## src/rtl/lsu_unit.sv

```systemverilog
// Load-store unit between the core data port and data memory.
// Captures one request at a time, drives memory with byte enables and
// lane-replicated store data, and aligns/extends load data to the core.
module lsu_unit (
  input  logic        clk_i,
  input  logic        rst_i,
  input  logic        core_req_i,
  input  logic        core_we_i,
  input  logic [2:0]  core_size_i,
  input  logic [31:0] core_addr_i,
  input  logic [31:0] core_wd_i,
  output logic [31:0] core_rd_o,
  output logic        core_stall_o,
  output logic        mem_req_o,
  output logic        mem_we_o,
  output logic [3:0]  mem_be_o,
  output logic [31:0] mem_addr_o,
  output logic [31:0] mem_wd_o,
  input  logic [31:0] mem_rd_i,
  input  logic        mem_ready_i
);

  typedef enum logic {ST_IDLE = 1'b0, ST_BUSY = 1'b1} state_e;

  state_e      state_q, state_d;
  logic [31:0] addr_q, addr_d;
  logic        we_q, we_d;
  logic [2:0]  size_q, size_d;
  logic [3:0]  be_q, be_d;
  logic [31:0] wd_q, wd_d;
  logic        latch_s;

  // Byte-enable pattern for a given access size and low address bits.
  function automatic logic [3:0] calc_be(input logic [2:0] size, input logic [1:0] off);
    case (size)
      3'd0, 3'd4: calc_be = 4'b0001 << off;
      3'd1, 3'd5: calc_be = off[1] ? 4'b1100 : 4'b0011;
      3'd2:       calc_be = 4'b1111;
      default:    calc_be = 4'b0000;
    endcase
  endfunction

  // Store data replicated across every lane the access might land in.
  function automatic logic [31:0] calc_wd(input logic [2:0] size, input logic [31:0] wd);
    case (size)
      3'd0, 3'd4: calc_wd = {4{wd[7:0]}};
      3'd1, 3'd5: calc_wd = {2{wd[15:0]}};
      default:    calc_wd = wd;
    endcase
  endfunction

  // Select the addressed byte/half from the memory word and extend it.
  function automatic logic [31:0] load_extract(input logic [2:0] size, input logic [1:0] off,
                                               input logic [31:0] word);
    logic [7:0]  b;
    logic [15:0] h;
    b = word[{off, 3'b000} +: 8];
    h = off[1] ? word[31:16] : word[15:0];
    case (size)
      3'd0:    load_extract = {{24{b[7]}}, b};
      3'd4:    load_extract = {24'd0, b};
      3'd1:    load_extract = {{16{h[15]}}, h};
      3'd5:    load_extract = {16'd0, h};
      3'd2:    load_extract = word;
      default: load_extract = 32'd0;
    endcase
  endfunction

  // State register; reset always returns to IDLE.
  always_ff @(posedge clk_i) begin
    if (rst_i) begin
      state_q <= ST_IDLE;
    end else begin
      state_q <= state_d;
    end
  end

  // Next-state logic: a trap drop or a memory completion ends BUSY.
  always_comb begin
    state_d = state_q;
    case (state_q)
      ST_IDLE: begin
        if (core_req_i) state_d = ST_BUSY;
        else            state_d = ST_IDLE;
      end
      ST_BUSY: begin
        if (!core_req_i || mem_ready_i) state_d = ST_IDLE;
        else                            state_d = ST_BUSY;
      end
      default: state_d = ST_IDLE;
    endcase
  end

  // Request capture values; only loaded when a new request arrives in IDLE.
  always_comb begin
    latch_s = (state_q == ST_IDLE) && core_req_i;
    if (latch_s) begin
      addr_d = core_addr_i;
      we_d   = core_we_i;
      size_d = core_size_i;
      be_d   = calc_be(core_size_i, core_addr_i[1:0]);
      wd_d   = calc_wd(core_size_i, core_wd_i);
    end else begin
      addr_d = addr_q;
      we_d   = we_q;
      size_d = size_q;
      be_d   = be_q;
      wd_d   = wd_q;
    end
  end

  // Request registers; held stable while the memory is waiting.
  always_ff @(posedge clk_i) begin
    if (rst_i) begin
      addr_q <= 32'd0;
      we_q   <= 1'b0;
      size_q <= 3'd0;
      be_q   <= 4'd0;
      wd_q   <= 32'd0;
    end else begin
      addr_q <= addr_d;
      we_q   <= we_d;
      size_q <= size_d;
      be_q   <= be_d;
      wd_q   <= wd_d;
    end
  end

  // Output logic: stall, memory request qualifiers and load return data.
  always_comb begin
    core_stall_o = 1'b0;
    mem_req_o    = 1'b0;
    mem_we_o     = 1'b0;
    core_rd_o    = 32'd0;
    if (rst_i) begin
      core_stall_o = core_req_i;
    end else begin
      case (state_q)
        ST_IDLE: begin
          core_stall_o = core_req_i;
        end
        ST_BUSY: begin
          mem_req_o    = core_req_i;
          mem_we_o     = we_q & core_req_i;
          core_stall_o = core_req_i & ~mem_ready_i;
          if (core_req_i && mem_ready_i && !we_q) begin
            core_rd_o = load_extract(size_q, addr_q[1:0], mem_rd_i);
          end else begin
            core_rd_o = 32'd0;
          end
        end
        default: begin
          core_stall_o = 1'b0;
        end
      endcase
    end
  end

  assign mem_addr_o = addr_q;
  assign mem_be_o   = be_q;
  assign mem_wd_o   = wd_q;

endmodule
```

## config.mk

```make
export PLATFORM = sky130hd
export DESIGN_NAME = lsu_unit
export DESIGN_NICKNAME = d
export VERILOG_FILES = /design/src/rtl/lsu_unit.sv
export SDC_FILE = /design/constraint.sdc
export NUM_CORES = 1
export LEC_CHECK = 0
export CAP_MARGIN = 30
export CORE_MARGIN = 2
export CORE_UTILIZATION = 38
export DETAILED_ROUTE_END_ITERATION = 6
export PLACE_DENSITY = 0.92
export SLEW_MARGIN = 20
export SYNTH_ARGS = -nofsm -noshare
export SYNTH_HDL_FRONTEND = slang
export SYNTH_SLANG_ARGS = --single-unit
```

## constraint.sdc

```tcl
create_clock -name clk_i -period 2.7 [get_ports clk_i]
set_input_delay 0.675 -clock clk_i [delete_from_list [all_inputs] [get_ports clk_i]]
set_output_delay 0.675 -clock clk_i [all_outputs]
set_load 0.1 [all_outputs]
```

==> qor.txt, run 1 <==
H-tree Lvls: 3
leakage power: 2.627 nW
CP Capture Point: core_rd_o[22]
CP Launch Point: mem_rd_i[15]
Synth area leader: dfxtp_1
Area Overhead vs Synth: 88.45%
CTS Buf Count: 9
maxcap violations: 0
Seq/Total Area, Yosys: 0.4151
met3 global-route usage: 0.08635
largest cells by area after synthesis: dfxtp_1 (42%), nand2_1 (15%), a21oi_1 (9.4%)
power per cell area: 488.2 nW/um^2
Hold WS: 461.0 ps
Slew Viols, Final: 0
failing checks: setup timing
vias post-DR: 4292
min-delay worst type: flip-flop to flip-flop
die area: 10050 sq um
Synth Register Bits: 73
yosys warns: 0
Fmax achieved: 0.3580 GHz
antenna cells: 0
vias in the first global route: 4320
share of layout cells above drive strength 1: 0.3186
Most Crowded Layer GR: met2
Nets: 780
starting density of the core: 0.3865
Vias/cell: 5.419
Slew HR: 0.5039
RR Startpoint: state_q
Die Y: 100.3 um
status: complete, but fails checks
pre-CTS setup slack: -447.6 ps
core box area: 9109 sq um
first-pass GRT wire length: 21.31 mm
reg2reg end: mem_addr_o[12]
IO Pins: 207
Antenna Nets Post-Route: 0
r2r worst-path depth: 4
count of final setup violators: 24
DPL Wire Length: 9.886 mm
post-route cell area: 6635 sq um
multi-input logic area: 2265 sq um
number of hold buffers added after CTS: 0
kind of critical path: input pin to primary output
Post-Syn Area per Cell: 7.556 sq um
Critical Path End Type: primary output
antenna violations before repair: 0
critical path startpoint category: input pin
Fin. Hold Viols: 0
pin count of the biggest net entering global routing: 89
Yosys cell types: 29
Util after Layout: 0.7284
final critical-path required period: 2793 ps
GR Overflow Total: 0
Filler cells: 611
drt first pass iters: 4
GPL Wtd Cong: 0.9372
RSZ-0062 raised after global routing: true
Final WS setup: -93.24 ps
Synth top area share: 0.4151
Rows: 35
net count after synthesis: 570
setup TNS: -1509 ps
clk slew on worst S/H paths: 80 ps
Worst EP required: 2030 ps
deepest clock path buffer count: 2
Final Skew: 16.66 ps
Die Wd: 100.3 um
flop-to-flop setup slack: 1230 ps
Overall Global Routing Usage: 0.2677
VDD IR max: 438.9 uV
Final Cycle Share: 1.035
Post-DP Area: 6322 sq um
TritonCTS clock tree: done
detailed router's first-iteration violation count: 221
Post-Synthesis Cells: 466
GR Util met1: 0.2855
GR Layer Usage met2: 0.4719
WL per Instance: 17.36 um
CTS Sinks: 73
Arr. time, crit path: 2120 ps
CP max FO: 8
count of input and output buffers: 206
FF/Latch Area: 1474 sq um
Clk Latency, worst-skew pair: 340 ps
Root Driver: clkbuf_8
synthesized cell area: 3521 sq um
Total Wirelength: 13.75 mm
Worst Max-Slew Pin Slew: 744.2 ps
Post-route DRC: 0
[metal layers]
| layer | wire length [um] | vias up |
|---|---|---|
| met5 | 0 | - |
| met4 | 626 | 0 |
| met3 | 1132 | 45 |
| met2 | 7107 | 228 |
| met1 | 4884 | 1991 |
| li1 | - | 2028 |
[registers in the layout, indices dropped and copies added, names as in the netlist]
register / cells
mem_addr_o: 32
mem_be_o: 4
mem_wd_o: 32
size_q: 3
state_q: 1
we_q: 1
[synth_stat cells]
master	number
nand4b_1	1
mux2_2	8
o21ai_0	19
a211oi_1	12
nor3_1	1
nor2b_1	5
buf_6	1
a222oi_1	8
and2_1	1
a22oi_1	8
nor3b_2	1
dfxtp_1	73
mux2_4	1
or4_1	2
nand2b_1	2
mux2i_1	17
or2_2	1
a21oi_2	10
buf_1	3
and3b_1	2
o21bai_1	1
a21oi_1	66
nand2_1	139
nor2_1	34
buf_2	6
o21a_1	1
a311oi_1	8
nor3b_1	2
clkbuf_1	33
[cells by family after synthesis]
family,after synthesis,synth area share
flip-flops,73,0.4151
buffers and inverters,43,0.05011
AND/OR/NAND/NOR,191,0.2214
AO/OA/AOI/OAI,133,0.2353
multiplexers,26,0.07818
[metrics by stage]
| stage | total power [mW] | std cells |
|---|---|---|
| after CTS | 3.232 | 788 |
| after detailed placement | 2.464 | 772 |
| after global routing | 3.376 | 792 |
| final | 3.239 | 792 |
| after floorplan | 2.040 | 466 |
| after global placement | 2.436 | 772 |
[how the worst min path moves through the flow]
stage / end / from / cells after the start / slack, ps
floorplan: we_q / we_q / 2 / 440
global placement: mem_addr_o[8] / mem_addr_o[8] / 2 / 440
detailed placement: mem_addr_o[2] / mem_addr_o[2] / 2 / 450
CTS: mem_wd_o[28] / mem_wd_o[28] / 2 / 460
global route: mem_addr_o[28] / mem_addr_o[28] / 2 / 480
finish: mem_wd_o[31] / mem_wd_o[31] / 2 / 460
[cell type report]
class                      instances  share of cell area
sequential                        73              0.2221
tap                              111             0.02093
timing repair buffer             242              0.3894
multi-input combinational        350              0.3413
clock buffer                      11             0.02131
clock inverter                     5            0.004903
[where the power goes]
group	switching, mW	internal (mW)
Sequential	0.0453	1.15
Combinational	0.871	0.417
Clock	0.404	0.356
[what timing repair did]
item | in CTS | in global routing
resized for setup | 49 | 18
setup endpoints to repair | 32 | 32
pin swaps | 12 | 17
buffers inserted | 4 | 3
cloned | 1 | 1
[critical path, stage by stage]
cell     delay, ps
buf_2          130
mux2_4         200
nor2_4          30
or4_4          540
buf_12         190
a21oi_4        160
buf_12         190
[placed cells by master (no fill, tap or decap), types with 12 or more instances in the layout]
cell | Yosys | layout
dfxtp_1 | 73 | 69
clkdlybuf4s50_1 | 0 | 82
nand2_1 | 139 | 139
buf_4 | 0 | 93
dlygate4sd2_1 | 0 | 15
a211oi_1 | 12 | 12
mux2i_1 | 17 | 17
a21oi_4 | 0 | 24
a21oi_1 | 66 | 52
o21ai_0 | 19 | 18
buf_12 | 0 | 39
nor2_1 | 34 | 24
No activity file was read; power rests on OpenSTA's default activity.
==> run 2: changes to the inputs <==
MAX_ROUTING_LAYER = met4   (was default)
==> run 2 against run 1 <==
The run still ends with setup timing left. Final cell count did not move. Combinational power about the same. Final area about the same. Critical path type unchanged. Critical endpoint unchanged. Largest power group unchanged.
==> qor.txt, run 2 (synthesis gave the netlist of run 1 again) <==
status: complete, but fails checks (unchanged)
failing checks: setup timing (unchanged)
reg2reg end: mem_addr_o[12] (unchanged)
Nets: 780 (unchanged)
Post-DP Area: 6322 sq um (unchanged)
kind of critical path: input pin to primary output (unchanged)
hold path depth: 2 (unchanged)
Fmax achieved: 0.3577 GHz (was 0.3580 GHz)
drt first pass iters: 5 (was 4)
Final WS setup: -95.50 ps (was -93.24 ps)
Final Cycle Share: 1.035 (about the same)
most frequent cells in the layout: nand2_1 (139), buf_4 (93), clkdlybuf4s50_1 (82), dfxtp_1 (69), a21oi_1 (52) (unchanged)
CP Launch Point: mem_rd_i[15] (unchanged)
RSZ-0062 raised after global routing: true (unchanged)
Area Overhead vs Synth: 88.27% (was 88.45%)
Clock power frac: 0.235 (about the same)
die area: 10050 sq um (unchanged)
Slew HR: 0.5050 (was 0.5039)
Antenna Nets Post-Route: 0 (unchanged)
hold path start: mem_wd_o[31] (unchanged)
final critical-path required period: 2796 ps (was 2793 ps)
switch share: 0.4080 (was 0.4077)
Comb power frac: 0.397 (was 0.398)
RR Startpoint: state_q (unchanged)
number of hold buffers added after CTS: 0 (unchanged)
critical path startpoint category: input pin (unchanged)
Critical Path End Type: primary output (unchanged)
Hold EP: mem_wd_o[31] (unchanged)
Worst Max-Slew Pin Slew: 742.5 ps (was 744.2 ps)
clk slew on worst S/H paths: 80 ps (about the same)
WL per Instance: 17.45 um (was 17.36 um)
Slew Viols, Final: 0 (unchanged)
Final Skew: 17.18 ps (was 16.66 ps)
Root Driver: clkbuf_8 (unchanged)
Post-route DRC: 0 (unchanged)
DPL Wire Length: 9.886 mm (unchanged)
post-route cell area: 6629 sq um (was 6635 sq um)
vias in the first global route: 4340 (was 4320)
Clk Latency, worst-skew pair: 350 ps (was 340 ps)
GPL Wtd Cong: 0.9540 (was 0.9372)
Overall Global Routing Usage: 0.2748 (was 0.2677)
power per cell area: 488.7 nW/um^2 (was 488.2 nW/um^2)
count of final setup violators: 24 (unchanged)
Worst EP required: 2030 ps (about the same)
Flop pwr share: 0.368 (about the same)
antenna violations before repair: 0 (unchanged)
deepest clock path buffer count: 2 (unchanged)
internal power: 1.918 mW (was 1.919 mW)
Die Wd: 100.3 um (unchanged)
VDD IR max: 441.0 uV (was 438.9 uV)
pre-CTS setup slack: -447.6 ps (unchanged)
Filler cells: 614 (was 611)
leading cell type in the layout, fill and taps excluded: nand2_1 (unchanged)
share of layout cells above drive strength 1: 0.3186 (unchanged)
vias post-DR: 4315 (was 4292)
Total Wirelength: 13.82 mm (was 13.75 mm)
first-pass GRT wire length: 21.24 mm (was 21.31 mm)
TritonCTS clock tree: done (unchanged)
maxcap violations: 0 (unchanged)
detailed router's first-iteration violation count: 214 (was 221)
core box area: 9109 sq um (unchanged)
antenna cells: 0 (unchanged)
H-tree Lvls: 3 (unchanged)
Die Y: 100.3 um (unchanged)
Switching Power: 1.322 mW (was 1.321 mW)
leakage power: 2.626 nW (was 2.627 nW)
IO Pins: 207 (unchanged)
Vias/cell: 5.448 (was 5.419)
flop-to-flop setup slack: 1230 ps (about the same)
starting density of the core: 0.3865 (unchanged)
GR Overflow Total: 0 (unchanged)
min-delay worst type: flip-flop to flip-flop (unchanged)
Fin. Hold Viols: 0 (unchanged)
pin count of the biggest net entering global routing: 89 (unchanged)
CTS Sinks: 73 (unchanged)
r2r worst-path depth: 4 (unchanged)
Arr. time, crit path: 2120 ps (about the same)
CTS Buf Count: 9 (unchanged)
CP max FO: 8 (unchanged)
count of input and output buffers: 206 (unchanged)
Rows: 35 (unchanged)
Total Power: 3.239 mW (about the same)
run 2: per-stage QoR:
step           setup TNS, ps  utilization  cells  hold slack (ps)
6_report               -1542       0.7277    792            461.1
5_1_grt                -2495       0.7277    792            480.4
4_1_cts               -728.4       0.7172    788            461.0
3_5_place_dp          -12070       0.6941    772            450.7
3_3_place_gp          -11220       0.6941    772            442.9
2_1_floorplan         -12220            -    466            439.5
run 2: worst max-delay path by stage:
| stage | end | slack (ps) | cells after the start |
|---|---|---|---|
| after floorplan | core_rd_o[19] | -430 | 4 |
| after global placement | core_rd_o[27] | -410 | 7 |
| after detailed placement | core_rd_o[22] | -450 | 7 |
| after CTS | core_rd_o[22] | -70 | 6 |
| after global routing | core_rd_o[22] | -120 | 6 |
| final | core_rd_o[22] | -100 | 7 |
run 2: final cells by class:
class | count | area, sq um | area share
clock buffers | 11 | 141.4 | 0.02133
clock inverters | 5 | 32.53 | 0.004908
multi-input cells | 350 | 2265 | 0.3416
flip-flops and latches | 73 | 1474 | 0.2223
well taps | 111 | 138.9 | 0.02095
repair buffers | 242 | 2577 | 0.3888
run 2: routing by layer:
metal | routed length, um | GRT usage | vias up
met5 | 0 | - | -
met3 | 1072 | 0.06825 | 49
li1 | - | - | 2026
met4 | 644 | 0.1465 | 0
met1 | 5043 | 0.2902 | 2014
met2 | 7060 | 0.4724 | 226
run 2: critical path, cell delays in order:
cell and delay, ps:
buf_2 130, mux2_4 200, nor2_4 30, or4_4 540, buf_12 190, a21oi_4 160, buf_12 190
run 2: power groups by stage:
stage	registers, mW	clock network [mW]	logic, mW
finish	1.19	0.760	1.29
global route	1.20	0.828	1.34
CTS	1.19	0.778	1.26
detailed placement	1.22	0	1.25
global placement	1.21	0	1.22
floorplan	1.68	0	0.365
run 2: timing repair:
item / 4_1_cts / 5_1_grt
setup buffers: 4 / 3
setup endpoints to repair: 32 / 32
cloned: 1 / 1
resized for setup: 49 / 17
pin swaps: 12 / 16
==> run 3: changes to the inputs <==
SKIP_LAST_GASP = 1   (was default)
==> run 3 against run 2 <==
The flow still finishes with violations (setup timing). Maximum frequency increased by 0.11%. Sequential share of layout area down 0.10 points. Flip-flop and latch count unchanged. Setup slack better by 3.0 ps. Hold slack is essentially flat. Clock-buffer cell count unchanged.
==> qor.txt, run 3 (synthesis gave the netlist of run 1 again) <==
Slew HR: 0.5092 (was 0.5050)
vias post-DR: 4340 (was 4315)
Nets: 785 (was 780)
drt first pass iters: 6 (was 5)
WL per Instance: 17.60 um (was 17.45 um)
Clk Latency, worst-skew pair: 350 ps (about the same)
count of input and output buffers: 206 (unchanged)
Vias/cell: 5.445 (was 5.448)
DPL Wire Length: 9.886 mm (unchanged)
H-tree Lvls: 3 (unchanged)
Slew Viols, Final: 0 (unchanged)
CTS Sinks: 73 (unchanged)
Total Wirelength: 14.03 mm (was 13.82 mm)
flop-to-flop setup slack: 1230 ps (about the same)
Worst Max-Slew Pin Slew: 736.2 ps (was 742.5 ps)
number of hold buffers added after CTS: 0 (unchanged)
antenna cells: 0 (unchanged)
Total Power: 3.245 mW (was 3.239 mW)
Most Crowded Layer GR: met2 (unchanged)
power per cell area: 487.3 nW/um^2 (was 488.7 nW/um^2)
Filler cells: 612 (was 614)
GPL Wtd Cong: 0.9540 (unchanged)
CTS Buf Count: 9 (unchanged)
Die Wd: 100.3 um (unchanged)
Post-DP Area: 6322 sq um (unchanged)
critical path startpoint category: input pin (unchanged)
CP Buf/Inv Count: 3 (unchanged)
setup TNS: -1585 ps (was -1542 ps)
Arr. time, crit path: 2120 ps (about the same)
VDD IR max: 441.7 uV (was 441.0 uV)
Crit. path cell count: 7 (unchanged)
maxcap violations: 0 (unchanged)
post-route cell area: 6660 sq um (was 6629 sq um)
Hold EP: mem_wd_o[31] (unchanged)
TritonCTS clock tree: done (unchanged)
pin count of the biggest net entering global routing: 89 (unchanged)
first-pass GRT wire length: 21.24 mm (unchanged)
leakage power: 2.652 nW (was 2.626 nW)
CP max FO: 8 (unchanged)
clk slew on worst S/H paths: 80 ps (about the same)
most frequent cells in the layout: nand2_1 (139), buf_4 (99), clkdlybuf4s50_1 (82), dfxtp_1 (69), a21oi_1 (52) (was nand2_1 (139), buf_4 (93), clkdlybuf4s50_1 (82), dfxtp_1 (69), a21oi_1 (52))
RR Startpoint: state_q (unchanged)
Fin. Hold Viols: 0 (unchanged)
count of final setup violators: 28 (was 24)
IO Pins: 207 (unchanged)
Root Driver: clkbuf_8 (unchanged)
starting density of the core: 0.3865 (unchanged)
Critical Path End Type: primary output (unchanged)
hold path depth: 2 (unchanged)
Final Cycle Share: 1.034 (was 1.035)
Util after Layout: 0.7312 (was 0.7277)
core box area: 9109 sq um (unchanged)
Antenna Nets Post-Route: 0 (unchanged)
GR Layer Usage met2: 0.4724 (unchanged)
GR Overflow Total: 0 (unchanged)
RSZ-0062 raised after global routing: true (unchanged)
status: complete, but fails checks (unchanged)
Post-route DRC: 0 (unchanged)
min-delay worst type: flip-flop to flip-flop (unchanged)
vias in the first global route: 4340 (unchanged)
Die Y: 100.3 um (unchanged)
Slowest cell on crit path: or4_4 (unchanged)
leading cell type in the layout, fill and taps excluded: nand2_1 (unchanged)
share of layout cells above drive strength 1: 0.3236 (was 0.3186)
Overall Global Routing Usage: 0.2748 (unchanged)
Worst path max stage delay: 540 ps (about the same)
r2r worst-path depth: 4 (unchanged)
CP delay by family, top: simple AND/OR/NAND/NOR gates (unchanged)
Worst EP required: 2030 ps (about the same)
met3 global-route usage: 0.06825 (unchanged)
detailed router's first-iteration violation count: 240 (was 214)
deepest clock path buffer count: 2 (unchanged)
Rows: 35 (unchanged)
Worst path most repeated cell: buf_12 (unchanged)
GR Util met1: 0.2902 (unchanged)
antenna violations before repair: 0 (unchanged)
Final Skew: 16.24 ps (was 17.18 ps)
die area: 10050 sq um (unchanged)
hold path start: mem_wd_o[31] (unchanged)
Fmax achieved: 0.3581 GHz (was 0.3577 GHz)
Final WS setup: -92.53 ps (was -95.50 ps)
CP Launch Point: mem_rd_i[15] (unchanged)
Cell Chain, Critical Path: buf_2, mux2_4, nor2_4, or4_4, buf_12, a21oi_4, buf_12 (unchanged)
failing checks: setup timing (unchanged)
final critical-path required period: 2793 ps (was 2796 ps)
reg2reg end: mem_addr_o[12] (unchanged)
kind of critical path: input pin to primary output (unchanged)
Area Overhead vs Synth: 89.16% (was 88.27%)
run 3: changes by cell type in the layout (fill, tap and decap cells not counted):
| cell | before | now |
|---|---|---|
| or2_2 | 0 | 1 |
| buf_6 | 3 | 2 |
| buf_4 | 93 | 99 |
| or2_4 | 1 | 0 |
run 3: metal layers:
layer	vias up	wire, um
li1	2032	-
met1	2020	5067
met2	231	7121
met3	57	1113
met4	0	726
met5	-	0
run 3: power breakdown:
group	internal (mW)	leakage, nW	switching (mW)	total [mW]
clock	0.356	0.0813	0.406	0.762
combinational	0.417	1.97	0.877	1.29
sequential	1.15	0.604	0.0439	1.19
run 3: stage by stage:
stage / instances / hold WS, ps / worst slack (ps)
6_report: 797 / 461.1 / -92.53
3_5_place_dp: 772 / 450.7 / -447.6
4_1_cts: 788 / 461.0 / -72.01
5_1_grt: 797 / 480.4 / -121.6
2_1_floorplan: 466 / 439.5 / -426.4
3_3_place_gp: 772 / 442.9 / -408.4
run 3: timing repair:
action                     in CTS  in global routing
gates cloned                    1                  1
buffers inserted                4                 10
setup endpoints to repair      32                 32
pin swaps                      12                 18
resized for setup              48                 16
run 3: worst max path at each step:
stage	end
5_1_grt	core_rd_o[22]
2_1_floorplan	core_rd_o[19]
3_3_place_gp	core_rd_o[27]
6_report	core_rd_o[22]
4_1_cts	core_rd_o[22]
3_5_place_dp	core_rd_o[22]
run 3: worst reg2reg max path: stages, from the launching register on:
cell and delay [ps]:
dfxtp_1 410, nand2b_2 320, buf_4 390, nand2_1 110
a21oi_1 170
run 3: final cells by class:
cell class | count | area [sq um] | share of cell area
clock buffer | 11 | 141.4 | 0.02123
sequential | 73 | 1474 | 0.2213
timing repair buffer | 247 | 2611 | 0.3921
clock inverter | 5 | 32.53 | 0.004884
tap | 111 | 138.9 | 0.02085
multi-input combinational | 350 | 2262 | 0.3397
